===== src/rtl/reg_scoreboard.sv =====
// Decode-stage register scoreboard: per-register pending-write counters, RAW/WAW stall,
// flush/drain FSM and stall statistic. Optional macro SCOREBOARD_WB_BYPASS_EN enables writeback bypass.
module reg_scoreboard #(
  parameter int NREG   = 16,
  parameter int CNT_W  = 2,
  parameter int STAT_W = 16,
  localparam int IDX_W = $clog2(NREG)
) (
  input  logic              clk,
  input  logic              rst,
  input  logic              issue_valid,
  input  logic [IDX_W-1:0]  issue_Ra,
  input  logic [IDX_W-1:0]  issue_Rb,
  input  logic [IDX_W-1:0]  issue_Rc,
  input  logic              use_Ra,
  input  logic              use_Rb,
  input  logic              use_Rc,
  input  logic              issue_regWrite,
  input  logic              wb_WE,
  input  logic [IDX_W-1:0]  wb_Rd,
  input  logic              flush_req,
  output logic              stall,
  output logic              id_en,
  output logic              bubble,
  output logic              drain_done,
  output logic              busy_err,
  output logic [STAT_W-1:0] stall_cnt
);

  localparam logic [0:0]       S_RUN   = 1'b0;
  localparam logic [0:0]       S_DRAIN = 1'b1;
  localparam logic [CNT_W-1:0] CMAX    = '1;
  localparam logic [CNT_W-1:0] CONE    = CNT_W'(1);

  logic [NREG-1:0][CNT_W-1:0] r_pend;
  logic [0:0]                 r_state;
  logic                       r_busy_err;
  logic [STAT_W-1:0]          r_stall_cnt;

  logic w_byp_a, w_byp_b, w_byp_c;
  logic w_haz_a, w_haz_b, w_haz_c, w_haz_d, w_hazard;
  logic w_acc_wr, w_any_pend, w_err;

  // Bypass lets a retiring last write satisfy a same-cycle reader via bank write-through.
`ifdef SCOREBOARD_WB_BYPASS_EN
  assign w_byp_a = wb_WE && (wb_Rd == issue_Ra) && (r_pend[issue_Ra] == CONE);
  assign w_byp_b = wb_WE && (wb_Rd == issue_Rb) && (r_pend[issue_Rb] == CONE);
  assign w_byp_c = wb_WE && (wb_Rd == issue_Rc) && (r_pend[issue_Rc] == CONE);
`else
  assign w_byp_a = 1'b0;
  assign w_byp_b = 1'b0;
  assign w_byp_c = 1'b0;
`endif

  assign w_haz_a  = use_Ra && (r_pend[issue_Ra] != '0) && !w_byp_a;
  assign w_haz_b  = use_Rb && (r_pend[issue_Rb] != '0) && !w_byp_b;
  assign w_haz_c  = use_Rc && (r_pend[issue_Rc] != '0) && !w_byp_c;
  assign w_haz_d  = issue_regWrite && (r_pend[issue_Rc] == CMAX);
  assign w_hazard = issue_valid && (w_haz_a || w_haz_b || w_haz_c || w_haz_d);

  assign stall      = (r_state == S_DRAIN) || flush_req || w_hazard;
  assign id_en      = !stall;
  assign bubble     = stall && issue_valid;
  assign w_acc_wr   = issue_valid && !stall && issue_regWrite;
  assign w_any_pend = |r_pend;
  assign drain_done = (r_state == S_DRAIN) && !w_any_pend && !flush_req;
  // A same-cycle accept on the same register masks the zero-count retire.
  assign w_err      = wb_WE && (r_pend[wb_Rd] == '0) && !(w_acc_wr && (issue_Rc == wb_Rd));
  assign busy_err   = r_busy_err;
  assign stall_cnt  = r_stall_cnt;

  for (genvar g = 0; g < NREG; g++) begin : g_pend
    logic w_inc, w_dec;
    assign w_inc = w_acc_wr && (issue_Rc == IDX_W'(g));
    assign w_dec = wb_WE && (wb_Rd == IDX_W'(g));
    always_ff @(posedge clk or negedge rst) begin
      if (!rst) begin
        r_pend[g] <= '0;
      end else if (w_inc && !w_dec) begin
        r_pend[g] <= r_pend[g] + CONE;
      end else if (w_dec && !w_inc && (r_pend[g] != '0)) begin
        r_pend[g] <= r_pend[g] - CONE;
      end
    end
  end

  always_ff @(posedge clk or negedge rst) begin
    if (!rst) begin
      r_state <= S_RUN;
    end else begin
      case (r_state)
        S_RUN:   if (flush_req) r_state <= S_DRAIN;
        S_DRAIN: if (drain_done) r_state <= S_RUN;
        default: r_state <= S_RUN;
      endcase
    end
  end

  always_ff @(posedge clk or negedge rst) begin
    if (!rst) begin
      r_busy_err  <= 1'b0;
      r_stall_cnt <= '0;
    end else begin
      if (w_err) r_busy_err <= 1'b1;
      if (bubble && (r_stall_cnt != '1)) r_stall_cnt <= r_stall_cnt + STAT_W'(1);
    end
  end

endmodule


===== config.mk =====
export PLATFORM = sky130hd
export DESIGN_NAME = reg_scoreboard
export DESIGN_NICKNAME = d
export VERILOG_FILES = /design/src/rtl/reg_scoreboard.sv
export SDC_FILE = /design/constraint.sdc
export NUM_CORES = 1
export LEC_CHECK = 0
export ABC_AREA = 1
export BUFFER_PORTS_ARGS = -buffer_cell sky130_fd_sc_hd__buf_2
export CORE_MARGIN = 2
export CORE_UTILIZATION = 50
export CTS_CLUSTER_DIAMETER = 80
export DETAILED_ROUTE_END_ITERATION = 7
export GPL_ROUTABILITY_DRIVEN = 0
export GPL_TIMING_DRIVEN = 1
export PLACE_DENSITY_LB_ADDON = 0.1
export SLEW_MARGIN = 40
export SYNTH_ARGS = -nofsm -noshare
export SYNTH_HDL_FRONTEND = slang
export SYNTH_SLANG_ARGS = --single-unit

===== constraint.sdc =====
create_clock -name clk -period 5.7 [get_ports clk]
set_input_delay 1.14 -clock clk [delete_from_list [all_inputs] [get_ports clk]]
set_output_delay 1.14 -clock clk [all_outputs]
set_load 0.01 [all_outputs]

Word-level counts from Yosys, hierarchy flattened
Index checks and enable logic that the tools add are counted.
{"block": "totals", "ff_bits": 50, "input_bits": 25, "output_inout_bits": 21, "word_cells": 307}
{"block": "op_classes", "n_addsub": 33, "n_lt_le_gt_ge": 4, "eq_ne": 33, "muxes": 43, "bitwise": 1, "n_reduce_logical": 174}
{"operator": "logical AND 1 bit", "count": 94}
{"operator": "two-way mux 2 bit", "count": 36}
{"operator": "nonzero test 2 bit", "count": 35}
{"operator": "equality test 4 bit (second input constant)", "count": 16}
{"operator": "logical NOT 1 bit", "count": 36}
{"operator": "adder 2 x 1 -> 2 bit (second input constant)", "count": 16}
{"operator": "binary-select mux 2 bit (select 4 bit)", "count": 4}
{"operator": "equality test 4 x 3 -> 1 bit (second input constant)", "count": 8}
{"operator": "OR reduction 32 bit", "count": 1}
{"operator": "subtractor 2 x 1 -> 2 bit (second input constant)", "count": 16}
{"operator": "less-than comparator 4 x 5 -> 1 bit (second input constant)", "count": 4}
{"operator": "adder 16 x 1 -> 16 bit (second input constant)", "count": 1}
{"operator": "equality test 4 x 2 -> 1 bit (second input constant)", "count": 4}
{"operator": "inequality test 16 bit (second input constant)", "count": 1}
{"operator": "equality test 4 x 1 -> 1 bit (second input constant)", "count": 2}
{"operator": "logical NOT 4 bit", "count": 2}
{"operator": "logical OR 1 bit", "count": 5}
{"operator": "equality test 4 bit", "count": 1}
{"operator": "equality test 2 bit (second input constant)", "count": 1}
{"operator": "logical NOT 2 bit", "count": 1}
{"operator": "two-way mux 1 bit", "count": 2}
{"operator": "one-hot mux 1 bit (2 select lines)", "count": 1}
{"operator": "inverter 1 bit", "count": 1}

Depth between registers and ports, before layout
{"block": "depth", "word_depth": 18, "depth_mapped": 22, "depth_no_buf": 20}

Least setup slack after synthesis
Ideal clock, no wire load.
{"block": "synth_path", "path_kind": "input to output", "from": "in issue_Rc[1]", "to": "out bubble", "arrival_ps": 2366, "required_time_ps": 4560, "setup_slack_ps": 2194, "cell_stages": 14, "n_path_buf": 1, "path_cell_list": "buf_4 nor2_1 inv_1 o21ai_1 o21ai_1 nand2_1 nor2_1 nand2_1 nand2_2 nand2_2 nand2_4 nand2_4 inv_2 nor2_4"}
{"block": "synth_via", "elab_chain_len": 9, "elab_cells_between_ends": 11, "cone_classes": "eq/ne: 1; mux: 2; reduce/logical: 8"}
{"element": "start, declared", "line": "14", "rtl": "input logic [IDX_W-1:0] issue_Rc,"}
{"element": "binary-select mux 2 bit (select 4 bit) *", "line": "57, 58"}
{"element": "two-way mux 2 bit (implied by the code) *", "line": "57, 58"}
{"element": "nonzero test 2 bit", "line": "57", "rtl": "assign w_haz_c = use_Rc && (r_pend[issue_Rc] != '0) && !w_byp_c;"}
{"element": "logical AND 1 bit", "line": "57"}
{"element": "logical OR 1 bit", "line": "59", "rtl": "assign w_hazard = issue_valid && (w_haz_a || w_haz_b || w_haz_c || w_haz_d);"}
{"element": "logical OR 1 bit *", "line": "59"}
{"element": "logical AND 1 bit *", "line": "59"}
{"element": "logical OR 1 bit *", "line": "61", "rtl": "assign stall = (r_state == S_DRAIN) || flush_req || w_hazard;"}
{"element": "via stall", "line": "22", "rtl": "output logic stall,"}
{"element": "logical AND 1 bit *", "line": "63", "rtl": "assign bubble = stall && issue_valid;"}
{"element": "end, declared", "line": "24", "rtl": "output logic bubble,"}
Mark *: on every way through the listed nets, which the timed path passes. The rest lies on a longest branch. The select of a mux whose other input is x is not followed.

Final worst setup path
{"block": "layout_path", "from": "in issue_Rc[0]", "to": "out bubble"}
{"block": "layout_via", "elab_chain_len": 9, "elab_cells_between_ends": 11, "cone_classes": "eq/ne: 1; mux: 2; reduce/logical: 8"}
{"element": "binary-select mux 2 bit (select 4 bit) *", "line": "57, 58"}
{"element": "two-way mux 2 bit (implied by the code) *", "line": "57, 58"}
{"element": "nonzero test 2 bit", "line": "57"}
{"element": "logical AND 1 bit", "line": "57"}
{"element": "logical OR 1 bit", "line": "59"}
{"element": "logical OR 1 bit *", "line": "59"}
{"element": "logical AND 1 bit *", "line": "59"}
{"element": "logical OR 1 bit *", "line": "61"}
{"element": "logical AND 1 bit *", "line": "63"}
Mark *: on every way between the ends. The rest lies on a longest branch, timed or not. The select of a mux whose other input is x is not followed.

==> impl_results.md <==
* Run status: complete, no violations
* Layout Area Growth over Synthesis at 9.27%
* Cells after synthesis at 657
* CTS Buf Count at 5
* Max-slew violation total from the final report at 0
* Transition time at the pin with the least slew margin at 0.641 ns
* Total number of vias at 4,350
* Number of resized instances in the post-cts repair step at 0
* Die height at 93.8 µm
* Arr. time, crit path at 2.93 ns
* Number of global-route vias before repair at 3,971
* Largest net degree at the start of global routing at 51
* Net count after synthesis at 683
* CP Data Required Time at 4.56 ns
* Fin Clk Skew at 0.0141 ns
* Number of endpoints failing setup at the final stage at 0
* Clock tree buffer depth at 2
* Via-to-Cell Ratio at 5.42
* Startpoint types: primary input
* Number of warnings printed during yosys synthesis at 0
* Number of H-tree levels at 2
* Post-route DRC at 0
* Post-Route Setup TNS at 0 ns
* Leakage power total at 2.30 nW
* Number of nets at the end of the flow at 725
* Period utilization at 71.5%
* DRT antenna net count at 0
* Count of clock tree sinks at 50
* Unrepaired setup endpoints after global routing: false
* Final Hold Viols at 0
* Max Cap Viol at 0
* Buffer type at the clock tree root: sky130_fd_sc_hd__clkbuf_8
* Critical path peak fanout at 19
* Relative max-transition margin at 57.3%
* Count of state elements after synthesis at 50
* Setup CP Type: primary input to output port
* Initial antenna violation count at 0
* Number of ports placed on the die boundary at 46
* Peak supply drop at 0.000188 V
* Most common cell after layout, fill and taps aside: sky130_fd_sc_hd__nand2_1
* Clock latency reported for the late side of the worst-skew pair at 0.32 ns
* Detail-routed net length per standard cell at 14.4 µm
* ANT cells at 0
* Peak per-stage delay on the critical path at 0.31 ns
* Worst Setup End Kind: output port
* Initial cell density of the core at 51.9%
* Hold_buf cts at 0
* Number of different library cells in the post-synthesis netlist at 31
* Hold/Removal Path Class: flip-flop to flip-flop
* Die X at 93.8 µm
* Cell-by-cell listing of the critical path: buf_2 -> nor2_1 -> inv_1 -> o21ai_1 -> o21ai_1 -> nand2_1 -> nor2_1 -> nand2_1 -> nand2_2 -> nand2_2 -> nand2_4 -> nand2_4 -> inv_2 -> nor2_4 -> buf_2
* Overflow left after global routing at 0
* Worst-path cell with the longest stage delay: sky130_fd_sc_hd__buf_2
* Total power at 986 µW
* Commonest cells after routing, fill and taps aside: sky130_fd_sc_hd__nand2_1, sky130_fd_sc_hd__inv_1, sky130_fd_sc_hd__nand3_1, sky130_fd_sc_hd__nor2_1, sky130_fd_sc_hd__dfrtp_1
* DIE AREA at 0.00880 mm²
* Power density over the cells at 224 mW/mm²
* Total Routed Length at 11,600 µm
* Avg Synthesized Cell Area at 6.14 µm²
* Number of buffers added for setup after CTS at 0
* Number of iterations in the first detailed-routing pass at 6
* TritonCTS clock tree: yes
* Final HPWL DP at 9170 µm
* Reg clk slew, reported paths at 0.09 ns
* Fraction of layout cells with a size suffix above 1 at 10.9%
* Post-layout minimum cycle time at 4.07 ns
* Overall global routing resource usage at 27.3%
* Combined area of all synthesized cells at 0.00403 mm²
* Count of port buffers added during placement at 45
* Placeable core area at 0.00777 mm²
* Global-route wire length before repair at 19,200 µm
* Row count at 32
* Sequential element share of the synthesized area at 31.0%
* Achievable clock frequency at 245 MHz
* Number of design-rule violations left by the first detailed-router iteration at 483
-- worst paths after layout --
| kind | cells past startpoint | from | slack [ns] | to |
|---|---|---|---|---|
| min in group asynchronous | 2 | rst | 0.91 | stall_cnt[13]$_DFFE_PN0P_ |
| worst min-delay path | 2 | busy_err$_DFFE_PN0P_ | 0.46 | busy_err$_DFFE_PN0P_ |
| worst max-delay path | 15 | issue_Rc[0] | 1.63 | bubble |
| worst max register to register | 15 | r_pend[11]$_DFFE_PN0P_ | 2.96 | r_pend[0]$_DFFE_PN0P_ |
| worst min register to register | 2 | busy_err$_DFFE_PN0P_ | 0.46 | busy_err$_DFFE_PN0P_ |
| max in group asynchronous | 2 | rst | 4.34 | r_pend[0]$_DFFE_PN0P_ |
-- where the power goes --
| group | switching, mW | internal [mW] | total (mW) |
|---|---|---|---|
| combinational | 0.212 | 0.103 | 0.315 |
| clock | 0.130 | 0.100 | 0.230 |
| sequential | 0.0429 | 0.398 | 0.441 |
-- critical path, delay by kind of cell --
family                 cells  cell delay (ns)
and+or+nand+nor            9             0.88
AOI/OAI and AO/OA          2             0.21
buffers and inverters      4             0.70
-- synthesized netlist by cell type --
cell type | number | area share, %
sky130_fd_sc_hd__nand2_1 | 209 | 19
sky130_fd_sc_hd__inv_1 | 98 | 9.1
sky130_fd_sc_hd__nand3_1 | 83 | 10
sky130_fd_sc_hd__nor2_1 | 75 | 7.0
sky130_fd_sc_hd__dfrtp_1 | 50 | 31
sky130_fd_sc_hd__nand4_1 | 26 | 4.0
sky130_fd_sc_hd__o21ai_0 | 20 | 2.5
sky130_fd_sc_hd__o21ai_1 | 16 | 2.0
sky130_fd_sc_hd__xor2_1 | 10 | 2.2
sky130_fd_sc_hd__nand2_2 | 8 | 1.2
sky130_fd_sc_hd__a21oi_1 | 7 | 0.87
sky130_fd_sc_hd__nor3_1 | 7 | 0.87
sky130_fd_sc_hd__nor4_1 | 7 | 1.1
sky130_fd_sc_hd__xnor2_1 | 7 | 1.5
sky130_fd_sc_hd__buf_6 | 5 | 1.4
sky130_fd_sc_hd__a22oi_1 | 4 | 0.74
sky130_fd_sc_hd__buf_4 | 4 | 0.74
sky130_fd_sc_hd__o21ai_2 | 3 | 0.65
sky130_fd_sc_hd__o22ai_1 | 3 | 0.47
sky130_fd_sc_hd__buf_2 | 2 | 0.25
sky130_fd_sc_hd__inv_2 | 2 | 0.19
sky130_fd_sc_hd__nand2_4 | 2 | 0.56
sky130_fd_sc_hd__and3_4 | 1 | 0.28
sky130_fd_sc_hd__buf_1 | 1 | 0.093
sky130_fd_sc_hd__clkbuf_1 | 1 | 0.093
sky130_fd_sc_hd__ha_1 | 1 | 0.31
sky130_fd_sc_hd__nand3b_1 | 1 | 0.19
sky130_fd_sc_hd__nor2_4 | 1 | 0.28
sky130_fd_sc_hd__o221a_2 | 1 | 0.28
sky130_fd_sc_hd__o221ai_1 | 1 | 0.22
sky130_fd_sc_hd__or2_2 | 1 | 0.16
-- kinds of logic after synthesis --
| group | Yosys count | synth area share [%] |
|---|---|---|
| simple gates | 421 | 45.4 |
| buf+inv | 113 | 11.9 |
| compound gates | 55 | 7.69 |
| flops | 50 | 31.0 |
| xor+xnor | 17 | 3.69 |
| fa+ha+maj | 1 | 0.310 |
-- area by class of cell --
type | instances | area (µm²)
fillers | 802 | 3360
multi-input cells | 494 | 2310
flip-flops and latches | 50 | 1250
inverters | 100 | 375
repair buffers | 48 | 248
well taps | 102 | 128
clock buffers | 6 | 82.6
clock inverters | 2 | 17.5
-- routing by layer --
metal  routed length (µm)  GRT usage, %  vias up
met5                    0             0        -
met2                 4920          41.8      186
met3                  940          3.37       18
li1                     -             -     2177
met1                 5580          41.6     1969
met4                  146          5.19        0
-- registers in the layout, summed over array words and instances (netlist names) --
name / cells
busy_err: 1
r_pend: 32
r_state: 1
stall_cnt: 16
-- through the flow --
step                util, %  std cells  area (µm²)  setup slack [ns]  hold slack [ns]
floorplan                 -        657        4030              2.19            0.453
global placement       55.4        794        4310              1.72            0.446
detailed placement     55.5        794        4310              1.67            0.447
CTS                    56.7        802        4410              1.66            0.470
global route           56.7        802        4410              1.41            0.506
finish                 56.7        802        4410              1.63            0.464
No activity file was read; power rests on OpenSTA's default activity.
